## src/rtl/ra_wbq.sv

```systemverilog
// Write-back queue feeding the register array's single write port.
// Holds pending results in order and exposes forwarding, busy scoreboard and status.
module ra_wbq #(
    parameter int unsigned DW    = 16,
    parameter int unsigned AW    = 2,
    parameter int unsigned DEPTH = 4
) (
    input  logic                     clk,
    input  logic                     rst,
    input  logic                     in_valid,
    output logic                     in_ready,
    input  logic [AW-1:0]            in_ad,
    input  logic [DW-1:0]            in_d,
    input  logic                     drain_en,
    output logic                     we,
    output logic [AW-1:0]            wad,
    output logic [DW-1:0]            wd,
    input  logic [AW-1:0]            arad,
    input  logic [AW-1:0]            brad,
    output logic                     a_hit,
    output logic [DW-1:0]            a_fwd,
    output logic                     b_hit,
    output logic [DW-1:0]            b_fwd,
    output logic [(2**AW)-1:0]       busy,
    output logic [$clog2(DEPTH):0]   count,
    output logic                     empty,
    output logic                     full
);

    localparam int unsigned PW = $clog2(DEPTH);
    localparam int unsigned CW = PW + 1;
    localparam logic [PW:0] PTR_ONE = CW'(1);

    logic [PW:0]    wr_ptr;
    logic [PW:0]    rd_ptr;
    logic [PW-1:0]  wr_idx;
    logic [PW-1:0]  rd_idx;
    logic           push;
    logic           pop;

    logic [AW-1:0]  ent_ad [DEPTH];
    logic [DW-1:0]  ent_d  [DEPTH];

    assign wr_idx = wr_ptr[PW-1:0];
    assign rd_idx = rd_ptr[PW-1:0];

    // Extra wrap bit keeps full and empty distinguishable when indices match.
    assign count    = wr_ptr - rd_ptr;
    assign empty    = (wr_ptr == rd_ptr);
    assign full     = (wr_idx == rd_idx) && (wr_ptr[PW] != rd_ptr[PW]);
    assign in_ready = !full;

    assign push = in_valid && in_ready;
    assign pop  = !empty && drain_en;

    assign we  = pop;
    assign wad = empty ? '0 : ent_ad[rd_idx];
    assign wd  = empty ? '0 : ent_d[rd_idx];

    always_ff @(posedge clk or posedge rst) begin
        if (rst) begin
            wr_ptr <= '0;
            rd_ptr <= '0;
        end else begin
            if (push) begin
                wr_ptr <= wr_ptr + PTR_ONE;
            end
            if (pop) begin
                rd_ptr <= rd_ptr + PTR_ONE;
            end
        end
    end

    always_ff @(posedge clk) begin
        if (push) begin
            ent_ad[wr_idx] <= in_ad;
            ent_d[wr_idx]  <= in_d;
        end
    end

    // Walk oldest to youngest so the last match left standing is the youngest.
    always_comb begin
        logic [PW-1:0] idx;
        idx   = '0;
        a_hit = 1'b0;
        a_fwd = '0;
        b_hit = 1'b0;
        b_fwd = '0;
        busy  = '0;
        for (int i = 0; i < DEPTH; i++) begin
            idx = rd_idx + PW'(i);
            if (CW'(i) < count) begin
                busy[ent_ad[idx]] = 1'b1;
                if (ent_ad[idx] == arad) begin
                    a_hit = 1'b1;
                    a_fwd = ent_d[idx];
                end
                if (ent_ad[idx] == brad) begin
                    b_hit = 1'b1;
                    b_fwd = ent_d[idx];
                end
            end
        end
    end

endmodule

```

## config.mk

```make
export PLATFORM = sky130hd
export DESIGN_NAME = ra_wbq
export DESIGN_NICKNAME = d
export VERILOG_FILES = /design/src/rtl/ra_wbq.sv
export SDC_FILE = /design/constraint.sdc
export NUM_CORES = 1
export LEC_CHECK = 0
export ABC_AREA = 1
export ABC_CLOCK_PERIOD_IN_PS = 2750
export BUFFER_PORTS_ARGS = -buffer_cell sky130_fd_sc_hd__buf_2
export CELL_PAD_IN_SITES_DETAIL_PLACEMENT = 0
export CELL_PAD_IN_SITES_GLOBAL_PLACEMENT = 1
export CORE_ASPECT_RATIO = 1.5
export CORE_UTILIZATION = 35
export CTS_BUF_LIST = sky130_fd_sc_hd__clkbuf_8
export CTS_CLUSTER_DIAMETER = 40
export CTS_CLUSTER_SIZE = 8
export DETAILED_ROUTE_END_ITERATION = 6
export GPL_ROUTABILITY_DRIVEN = 0
export PLACE_DENSITY_LB_ADDON = 0.1
export RECOVER_POWER = 50
export REMOVE_ABC_BUFFERS = 1
export SYNTH_ARGS = -nofsm -noshare
export SYNTH_HDL_FRONTEND = slang
export SYNTH_SLANG_ARGS = --single-unit
```

## constraint.sdc

```tcl
create_clock -name clk -period 2.75 [get_ports clk]
set_clock_uncertainty 0.1 [all_clocks]
set_input_delay 0.1375 -clock clk [delete_from_list [all_inputs] [get_ports clk]]
set_output_delay 0.1375 -clock clk [all_outputs]
set_load 0.01 [all_outputs]
```

; ---- Word level (Yosys, flattened, before mapping)
; Memory sizes are Yosys's and may differ from the RTL's.
; Index checks and enable logic that the tools add are counted.
[op_classes]
add_sub_neg = 6
magnitude_cmp = 12
n_eq_ne = 11
n_mux = 48
bitwise_logic = 3
n_reduce_logical = 9
[ops]
columns = op, count
row1 = $mux W16, 17
row2 = $mux W1, 22
row3 = $eq A2 B2 Y1, 9
row4 = $mux W4, 4
row5 = $lt A2 B3 Y1 const B, 4
row6 = $or A4 B4 Y4, 3
row7 = $demux W1 S2, 4
row8 = $ge A2 B1 Y1 const B, 4
row9 = $logic_and A1 B1 Y1, 7
row10 = $add A3 B1 Y3 const B, 2
row11 = $lt A1 B3 Y1 const A, 2
row12 = $lt A2 B3 Y1 const A, 2
row13 = $add A2 B2 Y2 const B, 2
row14 = $eq A3 B3 Y1, 1
row15 = $sub A3 B3 Y3, 1
row16 = $add A2 B1 Y2 const B, 1
row17 = $logic_not A1 Y1, 2
row18 = $mux W2, 1
row19 = $ne A1 B1 Y1, 1
[word_totals]
register_bits = 6
mem_bits_rw = 72
input_bits = 26
out_inout_bits = 63
elab_cells = 93
mem_count = 2
[memory_table]
columns = name, words, word_bits, read_ports, rd_clocked_by_memory_dff, wr, line_no
row1 = ent_d, 4, 16, 4, 0, 1, 42  ; logic [DW-1:0] ent_d [DEPTH];
row2 = ent_ad, 4, 2, 4, 0, 1, 41  ; logic [AW-1:0] ent_ad [DEPTH];

; ---- Longest topological paths before layout
; Gate-level depths: netlist of run 1.
; An unclocked memory read counts as a cell.
[logic_depth]
depth_word = 12
ltp_mapped = 15
mapped_depth_nobuf = 13

; ---- Worst setup path before layout of run 1
; No wires, ideal clock.
[synth_path]
path_kind = reg-to-reg
startpoint = register rd_ptr[1]
endpoint = memory ent_ad[3][0] (enable)
setup_ns = 0.395
arrival_ns = 2.553
setup_slack_ns = -0.298
stages_incl_launch_ff = 11
path_buffers = 3
synth_period_minus_slack_ns = 3.048
path_cell_list = dfrtp_1 > buf_4 > inv_2 > buf_6 > clkbuf_1 > ha_1 > inv_1 > nor3_1 > inv_1 > nand2_1 > nor2_1
[synth_between]
elab_chain_len = 6
[synth_lines]
columns = item, line_no
row1 = start: declaration, 35  ; logic [PW:0] rd_ptr;
row2 = start signal: assignment, 69  ; rd_ptr <= rd_ptr + PTR_ONE;
row3 = $eq A2 B2 Y1, 50  ; assign full = (wr_idx == rd_idx) && (wr_ptr[PW] != rd_ptr[PW]);
row4 = $logic_and A1 B1 Y1, 50
row5 = via full, 27  ; output logic full
row6 = $logic_not A1 Y1, 51  ; assign in_ready = !full;
row7 = via in_ready, 11  ; output logic in_ready,
row8 = $logic_and A1 B1 Y1, 53  ; assign push = in_valid && in_ready;
row9 = $mux W1, 75  ; if (push) begin
row10 = $mux W1 (implied by the code), 76  ; ent_ad[wr_idx] <= in_ad;
row11 = end: declaration, 41
; The timed path passes the listed nets, and every way through them passes these cells.

; ---- Final worst setup path of run 1
[layout_path]
startpoint = register rd_ptr[0]
endpoint = output a_fwd[14]
[layout_between]
elab_chain_len = 10
word_cells_on_any_way = 22
[layout_lines]
columns = item, line_no
row1 = branches (longest 9 deep; another with $sub A3 B3 Y3), -
row2 = $mux W16 (*), 92  ; if (CW'(i) < count) begin
row3 = end: declaration, 21  ; output logic [DW-1:0] a_fwd,
; Mark *: on every way between the ends.

==> out/metrics.yaml, run 1 <==
cp-start-kind: "flip-flop"
hold_class: "in -> reg"
port_buffers: 88
slew_viol_final: 0
end_kind: "primary output"
synthFlopType: "edfxtp_1"
hold_end: "rd_ptr[1]"
drc_errors: 14
die_area_um2: 18400
min_path_cells: 5
grt_max_degree: 78
synth_area_leaders: "edfxtp_1, nand2_1, nor2_1, o21ai_0, nand3_1"
cts_root_buf: "clkbuf_8"
avgSynthCellArea_um2: 6.90
fin_crit_ns: 2.89
maxCapViolCount: 0
seq_area_frac_synth: 0.371
path_clk_slew_ns: 0.08
grt_use_total: 0.223
crit_path_max_fanout: 4
htree_levels: 3
critical_path_required_ns: 2.51
tightest_slew_ns: 0.571
seqCellArea_um2: 2320
yosys_warnings: 0
totalWireLength_um: 20800
min-delay-start: "drain_en"
ys_seq_elements: 78
place_area_um2: 7040
status: "finished with violations"
fin_setup_tns_ns: -3.47
yosysTopAreaCell: "edfxtp_1"
rsz0062_at_grt: "yes"
num_antenna_cells: 0
first_pass_iters: 7
setup_ws_ns: -0.139
drive_gt1_frac: 0.219
rrSetupSlack_ns: 0.24
hpwl_um: 13300
clock_latency_ns: 0.35
initial_utilization: 0.358
final_util: 0.457
synth_edf_count: 72
synth_top_area_share: 0.347
async_flop_share: 0.0769
die_w_um: 111
antenna_found_initial: 0
setup_viol: 35
grt_pass1_wl_um: 30900
fill_cells: 1811
clock-sinks: 78
coreArea_um2: 17400
area_growth_pct: 27.6
violations: "design-rule violations, negative setup slack"
clockBufferDepth: 2
reg2reg_depth: 9
hold_viol_final: 0
yosys.cell_count.top_type: "nand2_1"
arrival_ns: 2.65
wl_per_cell_um: 16.7
overflow: 0
vias: 6104
crit-reg2reg-capture: "ent_d[0][5]"
max_freq_mhz: 346
multi_input_comb_area_um2: 3590
fin_area_um2: 7960
vias_per_cell: 4.90
relSlewSlack: 0.619
rows: 59
crit_type: "reg -> out"
first_global_vias: 5764
ys_types: 34
synthCells: 904
ant_nets: 0
synth_common_cells: "nand2_1, nor2_1, o21ai_0"
die_h_um: 165
r2r_start: "rd_ptr[1]"
io-pin-count: 89
syn_area_um2: 6240
cts_tree: "yes"
fin_nets: 1063
numCtsBuffers: 9
finalCritPeriodShare: 1.05
drt_iter0_drc: 450
[what timing repair did]
action,in CTS,in global routing
endpoints found under the setup margin,35,43
setup buffers,12,4
hold buffers,19,0
cloned,3,4
pin swaps,18,19
gates resized for setup,40,40
endpoints found under the hold margin,78,0
[cell usage in the layout, fill, tap and decap left out, drive strengths merged, types with 3 or more instances in the layout]
cell         Yosys  layout
a21oi            3       3
buf             37     117
clkbuf          11      35
dfrtp            6       6
dlygate4sd3      0      19
edfxtp          72      72
ha               7       7
inv             62      64
mux2i           18      18
nand2          341     341
nand3           72      72
nor2           157     157
o21ai           99      99
xor2             9       9
[critical path, stage by stage (launching register included)]
cell	delay, ns
dfrtp_4	0.53
ha_4	0.18
fa_2	0.53
buf_6	0.16
nand3_4	0.11
nand2_4	0.07
nor2_4	0.16
buf_4	0.18
nand3_1	0.07
nand2_1	0.09
nand2_1	0.06
nand2_1	0.05
buf_2	0.12
[sequential cells by signal, indices dropped and copies added (netlist names)]
register  cells
ent_ad        8
rd_ptr        3
ent_d        64
wr_ptr        3
[cells by family after synthesis]
kind of cell	Yosys count	synth area share
fa+ha+maj	8	0.0173
xor+xnor	9	0.0138
flops	78	0.371
compound gates	107	0.0909
mux	18	0.0289
simple gates	574	0.387
buf+inv	110	0.0915
[routing by layer]
layer,track usage,vias up,routed length [µm]
li1,-,3155,-
met1,0.255,2771,8620
met2,0.433,154,10800
met3,0.0277,24,955
met4,0.0660,0,346
met5,0,-,0
[final cells by class]
type                            count  area share
Clock inverter                      6      0.0107
Clock buffer                        9      0.0156
Sequential cell                    78       0.291
Inverter                           62      0.0315
Tap cell                          213      0.0335
Timing Repair Buffer              162       0.166
Multi-Input combinational cell    716       0.451
[worst max path at each step]
stage,to,startpoint
2_1_floorplan,rd_ptr[0],rd_ptr[0]
3_3_place_gp,a_fwd[12],rd_ptr[0]
3_5_place_dp,a_fwd[12],rd_ptr[0]
4_1_cts,b_fwd[12],rd_ptr[0]
5_1_grt,a_fwd[10],rd_ptr[0]
6_report,a_fwd[14],rd_ptr[0]
[through the flow]
stage               setup WS (ns)  hold WS (ns)  std cells
global placement           0.0987       -0.0343       1194
floorplan                   -1.89        -0.172        856
global route               -0.249        0.0940       1246
CTS                        -0.106        0.0657       1241
detailed placement          0.116       -0.0316       1194
finish                     -0.139        0.0642       1246
Power of run 1 is not shown: default switching activity piles up to over one toggle a cycle in this logic, so the estimate is an artifact.
==> run 2: changes to the inputs <==
HOLD_SLACK_MARGIN = 0.08   (was not set)
==> out/metrics.yaml, run 2 (synthesis results as in run 1) <==
stdcell_count: 1247  # +0.080%
crit_type: "reg -> out"
rrSetupSlack_ns: 0.24  # about the same
dp_slack_ns: 0.116  # unchanged
crit-reg2reg-capture: "ent_d[0][5]"
r2r_start: "rd_ptr[1]"
largest_reg_flops: 64  # unchanged
violations: "design-rule violations, negative setup slack"
vias_per_cell: 4.87  # -0.64%
antenna_found_initial: 0  # unchanged
hpwl_um: 13300  # unchanged
first_global_vias: 5764  # unchanged
reg.largest.list: "ent_d: 64 flops, ent_ad: 8 flops"
drt_iter0_drc: 440  # -2.2%
port_buffers: 88  # unchanged
setup_ws_ns: -0.139  # -0.000170 ns
critical_path_required_ns: 2.51  # about the same
cp-start-kind: "flip-flop"
crit_chain: "ha_4 -> fa_2 -> buf_6 -> nand3_4 -> nand2_4 -> nor2_4 -> buf_4 -> nand3_1 -> nand2_1 -> nand2_1 -> nand2_1 -> buf_2"
grt_use_total: 0.223  # unchanged
die_area_um2: 18400  # unchanged
totalWireLength_um: 20800  # about the same
grt_max_degree: 78  # unchanged
tightest_slew_ns: 0.572  # +0.000819 ns
layout_common_cells: "nand2_1, nor2_1, o21ai_0"
reg2reg_depth: 9  # unchanged
max_freq_mhz: 346  # about the same
area_growth_pct: 27.7
relSlewSlack: 0.618  # about the same
dp_cells: 1194  # unchanged
hold_class: "in -> async"
fin_nets: 1064  # +0.094%
path_clk_slew_ns: 0.08  # about the same
clockBufferDepth: 2  # unchanged
slew_viol_final: 0  # unchanged
die_h_um: 165  # unchanged
htree_levels: 3  # unchanged
fin_crit_ns: 2.89  # +0.000170 ns
maxCapViolCount: 0  # unchanged
io-pin-count: 89  # unchanged
drc_errors: 14  # unchanged
clock_latency_ns: 0.35  # about the same
end_kind: "primary output"
clock-sinks: 78  # unchanged
status: "finished with violations"
worstSetupEndpoint: "a_fwd[10]"
ant_nets: 0  # unchanged
wl_per_cell_um: 16.7  # about the same
critPathMaxStageDelay_ns: 0.53  # about the same
regMostFlops: "ent_d"
final_common_cell: "nand2_1"
coreArea_um2: 17400  # unchanged
crit_start: "rd_ptr[0]"
die_w_um: 111  # unchanged
cpMostUsedCell: "nand2_1"
grt_pass1_wl_um: 30900  # unchanged
arrival_ns: 2.65  # about the same
num_antenna_cells: 0  # unchanged
drive_gt1_frac: 0.219  # about the same
finalCritPeriodShare: 1.05  # about the same
numCtsBuffers: 9  # unchanged
crit_path_max_fanout: 4  # unchanged
rows: 59  # unchanged
vias: 6070  # -0.56%
critPathSlowestCell: "dfrtp_4"
setup_viol: 36  # +2.9%
initial_utilization: 0.358  # unchanged
cts_tree: "yes"
cts_root_buf: "clkbuf_8"
first_pass_iters: 7  # unchanged
hold_viol_final: 0  # unchanged
rsz0062_at_grt: "yes"
overflow: 0  # unchanged
-- run 2: cell count changes in the layout (fill, tap and decap cells not counted), sizes merged --
cell / change
dlygate4sd3: +1
-- run 2: what timing repair did --
action / CTS / global route
hold buffers: 20 / 0
cloned: 3 / 4
buffers inserted: 12 / 4
hold endpoints to repair: 80 / 0
resized for setup: 40 / 40
pin swaps: 18 / 19
setup endpoints to repair: 35 / 43
-- run 2: cell type report --
class                           count  area [µm²]
Fill cell                        1810        9460
Multi-Input combinational cell    716        3590
Sequential cell                    78        2320
Timing Repair Buffer              163        1330
Tap cell                          213         267
Inverter                           62         250
Clock buffer                        9         124
Clock inverter                      6        85.1
-- run 2: how the worst min path moves through the flow --
stage,slack [ns],from,depth (start not counted),endpoint
2_1_floorplan,-0.17,rst,1,rd_ptr[0]
3_3_place_gp,-0.03,rst,2,wr_ptr[2]
3_5_place_dp,-0.03,rst,2,wr_ptr[2]
4_1_cts,0.13,rst,3,wr_ptr[2]
5_1_grt,0.14,rst,3,wr_ptr[1]
6_report,0.13,rst,3,wr_ptr[2]
-- run 2: layer usage --
metal,vias up,wire [µm],track usage
met3,20,891,0.0277
met2,131,10900,0.433
met5,-,0,0
met4,0,318,0.0660
met1,2759,8660,0.255
li1,3160,-,-
-- run 2: per-stage QoR --
step / setup TNS [ns] / instance area, µm² / hold slack, ns / utilization
floorplan: -225.20 / 5900 / -0.172 / -
CTS: -2.58 / 7770 / 0.127 / 0.446
global placement: 0 / 7040 / -0.0343 / 0.404
global route: -8.25 / 7970 / 0.142 / 0.457
detailed placement: 0 / 7040 / -0.0316 / 0.404
finish: -3.41 / 7970 / 0.134 / 0.457
-- run 2: critical path: cells and delay by family, from the launching register on --
kind / cells / cell delay [ns]
and+or+nand+nor: 7 / 0.59
buffers and inverters: 3 / 0.46
DFF: 1 / 0.53
adders and majority gates: 2 / 0.71
Power of run 2 is left out for the same reason.
==> run 3: changes to the inputs <==
CORE_UTILIZATION = 39   (was 35)
SKIP_CTS_REPAIR_TIMING = 1   (was not set)
==> out/metrics.yaml, run 3 (synthesis results as in run 1) <==
r2r_start: "rd_ptr[1]"
min-delay-start: "drain_en"
final_common_cell: "nand2_1"
clock-sinks: 78  # unchanged
drt_iter0_drc: 303  # -31%
hpwl_um: 12800  # -4.2%
grt_use_total: 0.233  # +0.00966
numCtsBuffers: 9  # unchanged
drc_errors: 0  # -14
vias: 6116  # +0.76%
crit-reg2reg-capture: "ent_d[3][14]"
overflow: 0  # unchanged
rows: 56  # -5.1%
clockBufferDepth: 2  # unchanged
coreArea_um2: 15600  # -10%
setup_ws_ns: -0.189  # -0.0494 ns
port_buffers: 88  # unchanged
reg.largest.list: "ent_d: 64 flops, ent_ad: 8 flops"
cts_root_buf: "clkbuf_8"
max_freq_mhz: 340  # -1.7%
regMostFlops: "ent_d"
first_pass_iters: 7  # unchanged
wl_per_cell_um: 16.6  # about the same
first_global_vias: 5538  # -3.9%
die_area_um2: 16500  # -10%
cp-start-kind: "flip-flop"
reg2reg_depth: 8  # -1
drive_gt1_frac: 0.211  # -0.00763
status: "finished with violations"
largest_reg_flops: 64  # unchanged
arrival_ns: 2.70  # +0.05 ns
clock_latency_ns: 0.37  # +0.02 ns
die_h_um: 157  # -5.2%
initial_utilization: 0.399  # +0.0412
end_kind: "primary output"
rrSetupSlack_ns: 0.44  # +0.20 ns
maxCapViolCount: 0  # unchanged
antenna_found_initial: 0  # unchanged
finalCritPeriodShare: 1.07  # +0.0180
met2_length_um: 10800  # -1.4%
hold_class: "in -> reg"
highest-signal-layer: "met4"
grt_pass1_wl_um: 29000  # -6.1%
slew_viol_final: 0  # unchanged
ant_nets: 0  # unchanged
crit_type: "reg -> out"
htree_levels: 3  # unchanged
hold_viol_final: 0  # unchanged
die_w_um: 105  # -5.2%
critical_path_required_ns: 2.51  # about the same
grt_max_degree: 76  # -2.6%
area_growth_pct: 26.7
rsz0062_at_grt: "yes"
fin_nets: 1053  # -1.0%
vias_per_cell: 4.98  # +2.4%
num_antenna_cells: 0  # unchanged
crit_path_max_fanout: 9  # +5
fin_crit_ns: 2.94  # +0.0494 ns
final_util: 0.506  # +0.0485
layout_common_cells: "nand2_1, nor2_1, o21ai_0"
path_clk_slew_ns: 0.09  # about the same
hold_end: "rd_ptr[1]"
relSlewSlack: 0.672  # +0.0533
min_path_cells: 5
cts_tree: "yes"
setup_viol: 35  # -2.8%
m1WireLength_um: 8280  # -4.4%
totalWireLength_um: 20400  # -1.7%
io-pin-count: 89  # unchanged
wl_met3_um: 1010  # +13%
violations: "negative setup slack"
tightest_slew_ns: 0.487  # -0.0851 ns
[run 3: cell types whose count changed in the layout (fill, tap and decap cells not counted), moves of 8 or more]
cell,delta
buf_4,-11
nand2_1,+8
nand3_1,+10
nand3_2,-11
nor2_1,-12
nor2_2,+11
[run 3: stage by stage]
step / hold slack (ns) / setup TNS [ns] / area (µm²) / cells / setup WS [ns]
floorplan: -0.172 / -225.20 / 5900 / 856 / -1.89
global placement: -0.0256 / 0 / 7030 / 1177 / 0.147
detailed placement: -0.0268 / 0 / 7030 / 1177 / 0.133
CTS: -0.430 / -7.82 / 7260 / 1193 / -0.282
global route: 0.0804 / -8.44 / 7900 / 1227 / -0.305
finish: 0.0626 / -4.19 / 7900 / 1227 / -0.189
[run 3: critical path, cell delays in order, from the launching register on]
cell and delay, ns:
dfrtp_4 0.54, ha_4 0.18, fa_2 0.68, nand2_4 0.11, nand3_4 0.19, clkbuf_16 0.21
nand3_1 0.08, nand2_1 0.10, nand2_1 0.05, nand2_1 0.06, buf_2 0.13
[run 3: worst max path at each step]
stage,cells after the start,from,end,slack [ns]
2_1_floorplan,5,rd_ptr[0],rd_ptr[0],-1.89
3_3_place_gp,10,rd_ptr[0],a_fwd[9],0.15
3_5_place_dp,14,rd_ptr[0],a_fwd[9],0.13
4_1_cts,14,rd_ptr[0],a_fwd[9],-0.28
5_1_grt,13,rd_ptr[0],b_fwd[14],-0.30
6_report,10,rd_ptr[0],b_fwd[1],-0.19
[run 3: layout make-up]
| cell class | instances | area, µm² |
|---|---|---|
| Clock buffer | 9 | 124 |
| Clock inverter | 7 | 105 |
| Fill cell | 1576 | 7720 |
| Inverter | 62 | 253 |
| Multi-Input combinational cell | 716 | 3530 |
| Sequential cell | 78 | 2320 |
| Tap cell | 203 | 254 |
| Timing Repair Buffer | 152 | 1320 |
[run 3: routing by layer]
metal / global-route usage / up-vias
met5: 0 / -
met2: 0.437 / 159
met1: 0.267 / 2788
li1: - / 3141
met3: 0.0258 / 28
met4: 0.0919 / 0
Power of run 3 is left out for the same reason.
